`src/rtl/id_stage_q_pkg.sv`:
```
// Shared decode definitions for the queued RV32I(+M) decode stage:
// opcodes, operation codes, the queue entry and the registered bundle.
package id_stage_q_pkg;

   localparam int OPT_W = 6;

   localparam logic [6:0] OPCODE_NOP    = 7'b0000000;
   localparam logic [6:0] OPCODE_LUI    = 7'b0110111;
   localparam logic [6:0] OPCODE_AUIPC  = 7'b0010111;
   localparam logic [6:0] OPCODE_JAL    = 7'b1101111;
   localparam logic [6:0] OPCODE_JALR   = 7'b1100111;
   localparam logic [6:0] OPCODE_BRANCH = 7'b1100011;
   localparam logic [6:0] OPCODE_LOAD   = 7'b0000011;
   localparam logic [6:0] OPCODE_STORE  = 7'b0100011;
   localparam logic [6:0] OPCODE_CALCI  = 7'b0010011;
   localparam logic [6:0] OPCODE_CALC   = 7'b0110011;

   localparam logic [4:0] NOP_REG_ADDR = 5'd0;

   // ADD..AND and MUL..REMU are ordered by funct3 so decode can offset into them.
   typedef enum logic [OPT_W-1:0] {
      OPT_NOP, OPT_LUI, OPT_AUIPC, OPT_JAL, OPT_JALR,
      OPT_BEQ, OPT_BNE, OPT_BLT, OPT_BGE, OPT_BLTU, OPT_BGEU,
      OPT_LB, OPT_LH, OPT_LW, OPT_LBU, OPT_LHU,
      OPT_SB, OPT_SH, OPT_SW,
      OPT_ADDI, OPT_SLTI, OPT_SLTIU, OPT_XORI, OPT_ORI, OPT_ANDI,
      OPT_SLLI, OPT_SRLI, OPT_SRAI,
      OPT_ADD, OPT_SLL, OPT_SLT, OPT_SLTU, OPT_XOR, OPT_SRL, OPT_OR, OPT_AND,
      OPT_SUB, OPT_SRA,
      OPT_MUL, OPT_MULH, OPT_MULHSU, OPT_MULHU, OPT_DIV, OPT_DIVU, OPT_REM, OPT_REMU
   } opt_e;

   typedef struct packed {
      logic [31:0] pc;
      logic [31:0] inst;
   } iq_entry_t;

   typedef struct packed {
      logic [6:0]  opcode;
      opt_e        opt;
      logic        re1;
      logic        re2;
      logic        we;
      logic [4:0]  waddr;
      logic [31:0] imm;
      logic [4:0]  shamt;
      logic        illegal;
   } dec_t;

   typedef struct packed {
      logic [31:0] pc;
      logic [6:0]  opcode;
      opt_e        opt;
      logic [31:0] rdata1;
      logic [31:0] rdata2;
      logic        we;
      logic [4:0]  waddr;
      logic [31:0] imm;
      logic [4:0]  shamt;
      logic        illegal;
   } bundle_t;

   function automatic logic [31:0] sext12(input logic [11:0] v);
      return {{20{v[11]}}, v};
   endfunction

endpackage

```
`src/rtl/id_stage_q_queue.sv`:
```
// Synchronous {pc,inst} FIFO in front of the decoder; flush and reset empty it.
module id_inst_queue
   import id_stage_q_pkg::*;
#(
   parameter int DEPTH = 4
) (
   input  logic                     clk,
   input  logic                     rst,
   input  logic                     flush_i,
   input  logic                     push_i,
   input  logic                     pop_i,
   input  iq_entry_t                data_i,
   output iq_entry_t                head_o,
   output logic [$clog2(DEPTH):0]   count_o
);
   localparam int AW = $clog2(DEPTH);

   iq_entry_t      mem_q [DEPTH];
   logic [AW-1:0]  rd_ptr_q, wr_ptr_q;
   logic [AW:0]    count_q;

   // Pointers wrap naturally because DEPTH is a power of two.
   always_ff @(posedge clk) begin
      if (rst || flush_i) begin
         rd_ptr_q <= '0;
         wr_ptr_q <= '0;
         count_q  <= '0;
      end else begin
         if (push_i) wr_ptr_q <= wr_ptr_q + 1'b1;
         if (pop_i)  rd_ptr_q <= rd_ptr_q + 1'b1;
         count_q <= count_q + {{AW{1'b0}}, push_i} - {{AW{1'b0}}, pop_i};
      end
   end

   always_ff @(posedge clk) begin
      if (push_i && !flush_i && !rst) mem_q[wr_ptr_q] <= data_i;
   end

   assign head_o  = mem_q[rd_ptr_q];
   assign count_o = count_q;

endmodule

```
`src/rtl/id_stage_q.sv`:
```
// Queued RV32I(+M) decode stage: buffers fetched words, decodes the queue head,
// reads the regfile and registers the decode bundle toward ex.
module id_stage_q
   import id_stage_q_pkg::*;
#(
   parameter int IQ_DEPTH = 4,
   parameter bit ENABLE_M = 1'b0
) (
   input  logic             clk,
   input  logic             rst,
   input  logic             flush_i,
   input  logic             in_valid_i,
   output logic             in_ready_o,
   input  logic [31:0]      in_pc_i,
   input  logic [31:0]      in_inst_i,
   output logic             re1_o,
   output logic             re2_o,
   output logic [4:0]       raddr1_o,
   output logic [4:0]       raddr2_o,
   input  logic [31:0]      rdata1_i,
   input  logic [31:0]      rdata2_i,
   output logic             out_valid_o,
   input  logic             out_ready_i,
   output logic [31:0]      pc_o,
   output logic [6:0]       opcode_o,
   output logic [OPT_W-1:0] opt_o,
   output logic [31:0]      rdata1_o,
   output logic [31:0]      rdata2_o,
   output logic             we_o,
   output logic [4:0]       waddr_o,
   output logic [31:0]      imm_o,
   output logic [4:0]       shamt_o,
   output logic             illegal_o
);
   localparam int CW = $clog2(IQ_DEPTH) + 1;

   iq_entry_t       head;
   logic [CW-1:0]   count;
   logic            head_valid, push, adv;
   dec_t            dec;
   bundle_t         bundle_q, bundle_d;
   logic            out_valid_q, out_valid_d;

   function automatic dec_t decode(input logic [31:0] inst);
      dec_t       d;
      logic [2:0] f3;
      logic [6:0] f7;
      logic       wr, bad;
      f3 = inst[14:12];
      f7 = inst[31:25];
      d = '0;
      d.opcode = inst[6:0];
      wr  = 1'b0;
      bad = 1'b0;
      case (inst[6:0])
         OPCODE_LUI:   begin d.opt = OPT_LUI;   d.imm = {inst[31:12], 12'b0}; wr = 1'b1; end
         OPCODE_AUIPC: begin d.opt = OPT_AUIPC; d.imm = {inst[31:12], 12'b0}; wr = 1'b1; end
         OPCODE_JAL: begin
            d.opt = OPT_JAL;
            d.imm = {{12{inst[31]}}, inst[19:12], inst[20], inst[30:21], 1'b0};
            wr = 1'b1;
         end
         OPCODE_JALR: begin
            d.opt = OPT_JALR; d.imm = sext12(inst[31:20]); d.re1 = 1'b1; wr = 1'b1;
            bad = (f3 != 3'd0);
         end
         OPCODE_BRANCH: begin
            d.re1 = 1'b1; d.re2 = 1'b1;
            d.imm = {{20{inst[31]}}, inst[7], inst[30:25], inst[11:8], 1'b0};
            case (f3)
               3'd0: d.opt = OPT_BEQ;   3'd1: d.opt = OPT_BNE;
               3'd4: d.opt = OPT_BLT;   3'd5: d.opt = OPT_BGE;
               3'd6: d.opt = OPT_BLTU;  3'd7: d.opt = OPT_BGEU;
               default: bad = 1'b1;
            endcase
         end
         OPCODE_LOAD: begin
            d.re1 = 1'b1; d.imm = sext12(inst[31:20]); wr = 1'b1;
            case (f3)
               3'd0: d.opt = OPT_LB;  3'd1: d.opt = OPT_LH;  3'd2: d.opt = OPT_LW;
               3'd4: d.opt = OPT_LBU; 3'd5: d.opt = OPT_LHU;
               default: bad = 1'b1;
            endcase
         end
         OPCODE_STORE: begin
            d.re1 = 1'b1; d.re2 = 1'b1; d.imm = sext12({inst[31:25], inst[11:7]});
            case (f3)
               3'd0: d.opt = OPT_SB; 3'd1: d.opt = OPT_SH; 3'd2: d.opt = OPT_SW;
               default: bad = 1'b1;
            endcase
         end
         OPCODE_CALCI: begin
            d.re1 = 1'b1; d.imm = sext12(inst[31:20]); wr = 1'b1;
            case (f3)
               3'd0: d.opt = OPT_ADDI;  3'd2: d.opt = OPT_SLTI;
               3'd3: d.opt = OPT_SLTIU; 3'd4: d.opt = OPT_XORI;
               3'd6: d.opt = OPT_ORI;   3'd7: d.opt = OPT_ANDI;
               default: begin
                  // Shift-immediate: operand is shamt, not imm.
                  d.imm = '0; d.shamt = inst[24:20];
                  if (f3 == 3'd1 && f7 == 7'b0000000)      d.opt = OPT_SLLI;
                  else if (f3 == 3'd5 && f7 == 7'b0000000) d.opt = OPT_SRLI;
                  else if (f3 == 3'd5 && f7 == 7'b0100000) d.opt = OPT_SRAI;
                  else bad = 1'b1;
               end
            endcase
         end
         OPCODE_CALC: begin
            d.re1 = 1'b1; d.re2 = 1'b1; wr = 1'b1;
            if (f7 == 7'b0000000)                    d.opt = opt_e'(OPT_W'(OPT_ADD) + OPT_W'(f3));
            else if (f7 == 7'b0100000 && f3 == 3'd0) d.opt = OPT_SUB;
            else if (f7 == 7'b0100000 && f3 == 3'd5) d.opt = OPT_SRA;
            else if (f7 == 7'b0000001 && ENABLE_M)   d.opt = opt_e'(OPT_W'(OPT_MUL) + OPT_W'(f3));
            else bad = 1'b1;
         end
         default: bad = 1'b1;
      endcase
      if (bad) begin
         d = '0;
         d.illegal = 1'b1;
      end else begin
         d.we    = wr && (inst[11:7] != 5'd0);
         d.waddr = wr ? inst[11:7] : NOP_REG_ADDR;
      end
      return d;
   endfunction

   id_inst_queue #(.DEPTH(IQ_DEPTH)) u_iq (
      .clk     (clk),
      .rst     (rst),
      .flush_i (flush_i),
      .push_i  (push),
      .pop_i   (adv),
      .data_i  ({in_pc_i, in_inst_i}),
      .head_o  (head),
      .count_o (count)
   );

   assign head_valid = (count != '0);
   assign in_ready_o = !rst && (count < CW'(IQ_DEPTH));
   assign push       = in_valid_i && in_ready_o && !flush_i;
   assign adv        = head_valid && (!out_valid_q || out_ready_i) && !flush_i;
   assign dec        = head_valid ? decode(head.inst) : '0;

   assign re1_o    = dec.re1;
   assign re2_o    = dec.re2;
   assign raddr1_o = head_valid ? head.inst[19:15] : NOP_REG_ADDR;
   assign raddr2_o = head_valid ? head.inst[24:20] : NOP_REG_ADDR;

   always_comb begin
      bundle_d    = bundle_q;
      out_valid_d = out_valid_q;
      if (flush_i) begin
         out_valid_d = 1'b0;
      end else if (adv) begin
         bundle_d.pc      = head.pc;
         bundle_d.opcode  = dec.opcode;
         bundle_d.opt     = dec.opt;
         bundle_d.rdata1  = rdata1_i;
         bundle_d.rdata2  = rdata2_i;
         bundle_d.we      = dec.we;
         bundle_d.waddr   = dec.waddr;
         bundle_d.imm     = dec.imm;
         bundle_d.shamt   = dec.shamt;
         bundle_d.illegal = dec.illegal;
         out_valid_d      = 1'b1;
      end else if (out_valid_q && out_ready_i) begin
         out_valid_d = 1'b0;
      end
   end

   always_ff @(posedge clk) begin
      if (rst) begin
         bundle_q    <= '0;
         out_valid_q <= 1'b0;
      end else begin
         bundle_q    <= bundle_d;
         out_valid_q <= out_valid_d;
      end
   end

   assign out_valid_o = out_valid_q;
   assign pc_o        = bundle_q.pc;
   assign opcode_o    = bundle_q.opcode;
   assign opt_o       = bundle_q.opt;
   assign rdata1_o    = bundle_q.rdata1;
   assign rdata2_o    = bundle_q.rdata2;
   assign we_o        = bundle_q.we;
   assign waddr_o     = bundle_q.waddr;
   assign imm_o       = bundle_q.imm;
   assign shamt_o     = bundle_q.shamt;
   assign illegal_o   = bundle_q.illegal;

endmodule

```
`config.mk`:
```
export PLATFORM = sky130hd
export DESIGN_NAME = id_stage_q
export DESIGN_NICKNAME = d
export VERILOG_FILES = /design/src/rtl/id_stage_q_pkg.sv /design/src/rtl/id_stage_q_queue.sv /design/src/rtl/id_stage_q.sv
export SDC_FILE = /design/constraint.sdc
export NUM_CORES = 1
export LEC_CHECK = 0
export ABC_AREA = 0
export BUFFER_PORTS_ARGS = -buffer_cell sky130_fd_sc_hd__buf_2
export CORE_MARGIN = 2
export CORE_UTILIZATION = 43
export CTS_BUF_LIST = sky130_fd_sc_hd__clkbuf_8
export DETAILED_ROUTE_END_ITERATION = 12
export MAX_ROUTING_LAYER = met4
export PLACE_DENSITY = 0.69
export SLEW_MARGIN = 25
export SYNTH_ARGS = -nofsm -noshare
export SYNTH_HDL_FRONTEND = slang
export SYNTH_SLANG_ARGS = --single-unit
```
`constraint.sdc`:
```
create_clock -name clk -period 8.65 [get_ports clk]
set_input_delay 0.865 -clock clk [delete_from_list [all_inputs] [get_ports clk]]
set_output_delay 0.865 -clock clk [all_outputs]
set_load 0.005 [all_outputs]
```
[Yosys cells after proc, flatten, opt, wreduce, memory -nomap -nowiden]
Memory sizes are Yosys's and may differ from the RTL's. A register that Yosys moved wholly into a read port is not among the register bits.
Index checks and enable logic that the tools add are counted.
Operators by class
  add/subtract/negate cells: 5
  order comparisons: 1
  equality and inequality tests: 17
  muxes and demuxes: 40
  bitwise logic cells: 1
  reduce and logical (&&, ||, !) cells: 36
Operators by type and width (number)
  32-bit one-hot mux with 6 select lines: 1
  59-bit two-way mux: 1
  6-bit one-hot mux with 9 select lines: 1
  38-bit two-way mux: 1
  37-bit two-way mux: 1
  5-bit two-way mux: 7
  5-bit one-hot mux with 6 select lines: 1
  7-bit by 6-bit equality test with 1-bit output (second input constant): 4
  6-bit two-way mux: 4
  4-bit one-hot mux with 6 select lines: 1
  7-bit equality test (second input constant): 3
  4-bit one-hot mux with 5 select lines: 1
  6-bit OR reduction: 3
  1-bit two-way mux: 16
  15-bit two-way mux: 1
  5-bit one-hot mux with 3 select lines: 1
  7-bit by 5-bit equality test with 1-bit output (second input constant): 2
  1-bit logical AND: 13
  3-bit equality test (second input constant): 4
  3-bit OR reduction: 3
  7-bit by 2-bit equality test with 1-bit output (second input constant): 1
  7-bit logical NOT: 1
  1-bit one-hot mux with 7 select lines: 1
  7-bit OR reduction: 1
  other kinds (18): 27
Storage, ports and cells
  bits in registers: 161
  bits in writable memories: 256
  input bits: 133
  output and inout bits: 167
  word-level logic and storage cells: 115
  memories: 1
Memories
  u_iq.mem_q: depth 4, width 64, rd ports 1, clocked after Yosys merged registers in 1, wr ports 1, line id_stage_q_queue.sv:18  | iq_entry_t mem_q [DEPTH];

[Depth between registers and ports, before layout]
  depth in word-level cells: 9
  gate-level depth with buffers: 14
  depth with buffers taken out: 11

[Modules after synthesis]
From an unflattened synthesis, not the netlist that was laid out.
Unflattened totals
  cell total of the unflattened synthesis: 1175
  area total of the unflattened synthesis: 15975.3 µm²
Modules (own cells, without submodules)
  id_inst_queue: times used 1, cells each 377, area each 9751.9 µm², seq. area each 7867.5 µm²
  id_stage_q: times used 1, cells each 798, area each 6223.5 µm², seq. area each 3083.0 µm²

[Worst setup path before layout]
Ideal clock, no wire load.
  path type: input-to-reg
  start: in flush_i
  end: mem u_iq.mem_q[0][0] in the netlist's numbering, enable pin
  library setup time: 0.429 ns
  arrival time: 3.102 ns
  data required time: 8.221 ns
  setup slack: 5.119 ns
  stages: 4
  path buffers: 1
  cells stage by stage: or2_2 > clkbuf_1 > nor2b_1 > and2_1
On the way
  cells in the longest elaborated chain, start to end: 6
Ends and longest elaborated chain
  from (decl): line id_stage_q.sv:11  | input logic flush_i,
  1-bit logical NOT: line id_stage_q.sv:141  | assign push = in_valid_i && in_ready_o && !flush_i;
  1-bit logical AND: line id_stage_q.sv:141
  net push: line id_stage_q.sv:39  | logic head_valid, push, adv;
  1-bit logical AND (2 in series): line id_stage_q_queue.sv:36  | if (push_i && !flush_i && !rst) mem_q[wr_ptr_q] <= data_i;
  1-bit two-way mux: line id_stage_q_queue.sv:36
  1-bit two-way mux (not written as such): line id_stage_q_queue.sv:36
  to (decl): line id_stage_q_queue.sv:18
The timed path passes the listed nets, and every way through them passes these cells.

==> run metrics <==
status=finished clean; total grt overflow=0; M3 GR Usage=0.0542; most frequent cells in the layout=buf_2, nand2_1, edfxtp_1; Required @ worst endpoint=7790 ps; initial core utilization=0.435; clock tree buffer depth=3; Final period util=0.633; critical path arrival=approximately 4600 ps; met1 Use GR=0.265; VDD IR-drop max=0.000147 V; clock-pin slew on the worst setup and hold paths=about 50 ps; post-synth net total=1,320; Port-buffer cells=between 200 and 300; max_cap viols=0; routed vias/inst=around 5.3; first drt pass iteration count=5; Max Fclk=approximately 180 MHz; WHS Path Cells=2; total routed wirelength=roughly 40,000 µm; placed cells=1,881; final worst path period need=5470 ps; via count=10,700; Leak=0.00704 µW; crit path cell chain=buf_4 > mux4_2 > nand2b_1 > nor4b_1 > a32oi_1 > and2_1 > nand3b_1 > nor3_1 > buf_2; async set-or-reset flop fraction in the synthesized netlist=0; Post-CTS Resized=0; total die area=slightly below 40,000 µm²; post-synthesis compound-gate area fraction=0.0796; max-slew violations=0; synthesis-to-layout area growth=20.7%; GR peak layer=met2; internal cell power=3080 µW; synthesized netlist cell count=around 1,200; postcts setup bufs=0; clock share of power=0.407; post-synthesis mux area share=0.0904; GR Util met2=0.340; Post-DRT Antenna Nets=0; sequential share of the synthesized area=0.691; Syn Area/Cell=roughly 13 µm²; Routed wire per std cell=between 20 and 25 µm; P_sw=a little over 900 µW; GRT Total Usage=0.216; setup tns final=0 ps; TritonCTS sink count=419; worst-skew pair later-pin latency=between 600 and 700 ps; layout cells sized above 1=0.322; Worst R2R Setup Slack=between 4000 and 5000 ps; Logic pwr share=0.052; unrepaired setup endpoints after global routing=no; R2R Path End=imm_o[12]$_SDFFE_PP0P_; CP max FO=36; GPL Wtd Cong=approximately 0.9; Net Sw Frac=0.228; final setup vio count=0; Buf/Inv on CP=2; WS Path Type=flip-flop to output port; leading cell type in the layout, fill and taps excluded=buf_2; first-pass GRT wire length=between 60,000 and 70,000 µm; worst reg-to-reg path cell count=8; H-tree depth=3; hold endpoint=opt_o[4]$_SDFFE_PP0P_; CP delay by family, top=simple AND/OR/NAND/NOR gates; Worst Setup Start Kind=flip-flop; hpwl dp=approximately 26,000 µm; Mapped Area=~16,000 µm²; vias in the first global route=approximately 11,000; Worst Tran Pin Value=approximately 1000 ps; Ports=300; CP max stage cell=mux4_2; Synth Flop Type=edfxtp_1; DR DRC count=0; nets=approximately 1,600; Pwr per Cell Area=roughly 210 nW/µm²; CP Capture Type=output port; EDFF count, synth=between 200 and 300; final count of hold timing violations=0; Min-Delay Path Class=flip-flop to flip-flop; largest net degree at the start of global routing=85; Layout fillers=between 3,000 and 4,000; FF+latch count, synth=about 420; synth unique cells=65; hold_sp=opt_o[4]$_SDFFE_PP0P_; combinational family with the most area after synthesis=simple AND/OR/NAND/NOR gates; initial antenna violation count=9; simple-gate share of the synthesized area=0.107; root buf cell=clkbuf_8; worst rel slew slack=0.322; CTS tree=built; fin cells=2,014; Crit path largest cell delay=770 ps; cts hold-fix bufs=0; # rows=70; Core ar.=approximately 36,000 µm²; DR iter-0 viols=approximately 580; chip height=slightly below 200 µm; Ys Warns=0; CTS Buf Count=70; Adder-Cell Fraction of Synth Area=0.00600; part of the power in registers=0.541; Die X=between 150 and 200 µm; Worst Skew=just under 30 ps; XOR/XNOR share of the synthesized area=0.00331
-- worst reg2reg max path, cell delays in order (launching register included) --
cell and delay (ps):
dfxtp_4 720, buf_4 720, mux4_2 780, nand2b_1 270, nor4b_1 770, a32oi_1 180
and2_1 250, nand3_2 410, o21ai_0 180
-- sequential cells by signal, summed over array words and instances (netlist names), named ones only --
name	flops
u_iq.mem_q	256
imm_o	32
pc_o	32
rdata1_o	32
rdata2_o	32
opcode_o	7
opt_o	6
shamt_o	5
waddr_o	5
u_iq.count_o	3
u_iq.rd_ptr_q	2
u_iq.wr_ptr_q	2
illegal_o	1
out_valid_o	1
we_o	1
-- Yosys cell counts (15+ instances only) --
library cell    n  area (µm²)
edfxtp_1      256        7690
o21ai_0        34         170
nand2_1       261         980
clkbuf_1       51         191
o21ai_1        18        90.1
nand3_1        15        75.1
nor2b_1        17         106
dfxtp_1       163        3260
buf_2          15        75.1
a21oi_1       128         641
nor2_1         29         109
mux4_2         62        1400
-- per-layer routing --
| metal | vias up | routed length (µm) | share of wire |
|---|---|---|---|
| li1 | 4976 | - | - |
| met1 | 5175 | 16800 | 0.42 |
| met2 | 446 | 19200 | 0.47 |
| met3 | 78 | 3330 | 0.082 |
| met4 | 0 | 1120 | 0.028 |
| met5 | - | 0 | 0 |
-- cell families (layout without fill, tap and decap cells) --
family	count (synthesis)	count (layout)
AOI/OAI and AO/OA	222	222
xor gates and xnor gates	6	6
adders and majority gates	7	7
buffers and inverters	88	446
DFF	419	419
muxes	64	64
other	0	8
and+or+nand+nor	374	374
-- power by group through the flow --
stage	Combinational [µW]	Sequential [µW]	Clock, µW
floorplan	106	2200	0
global placement	206	2200	0
detailed placement	209	2210	0
CTS	209	2160	1690
global route	231	2160	1760
finish	208	2160	1620
-- worst max-delay path by stage --
stage | slack, ps | depth (start not counted) | start | endpoint
floorplan | 5120 | 4 | flush_i | u_iq.mem_q[0][0]$_DFFE_PP_
global placement | 3720 | 9 | flip-flop | re1_o
detailed placement | 3810 | 9 | flip-flop | re1_o
CTS | 3110 | 9 | flip-flop | re1_o
global route | 2800 | 9 | flip-flop | re1_o
finish | 3180 | 9 | flip-flop | re1_o
-- final cells by class --
| type | count | area, µm² | share of cell area |
|---|---|---|---|
| multi-input cells | 673 | 4560 | 0.238 |
| well taps | 468 | 586 | 0.0306 |
| repair buffers | 312 | 1660 | 0.0868 |
| clock inverters | 47 | 282 | 0.0147 |
| flip-flops and latches | 419 | 11000 | 0.573 |
| diodes | 8 | 20.0 | 0.00105 |
| inverters | 13 | 50.0 | 0.00261 |
| clock buffers | 74 | 1020 | 0.0532 |
-- stage by stage --
step | cell area (µm²) | setup WS [ps] | total power, µW | utilization | hold WS, ps
after floorplan | 15900 | 5120 | 2310 | - | 434
after global placement | 17700 | 3720 | 2410 | 0.486 | 422
after detailed placement | 17700 | 3810 | 2410 | 0.486 | 429
after CTS | 19000 | 3110 | 4060 | 0.522 | 408
after global routing | 19100 | 2800 | 4160 | 0.525 | 427
final | 19100 | 3180 | 4000 | 0.525 | 431
Power figures use the tool's default switching activity.
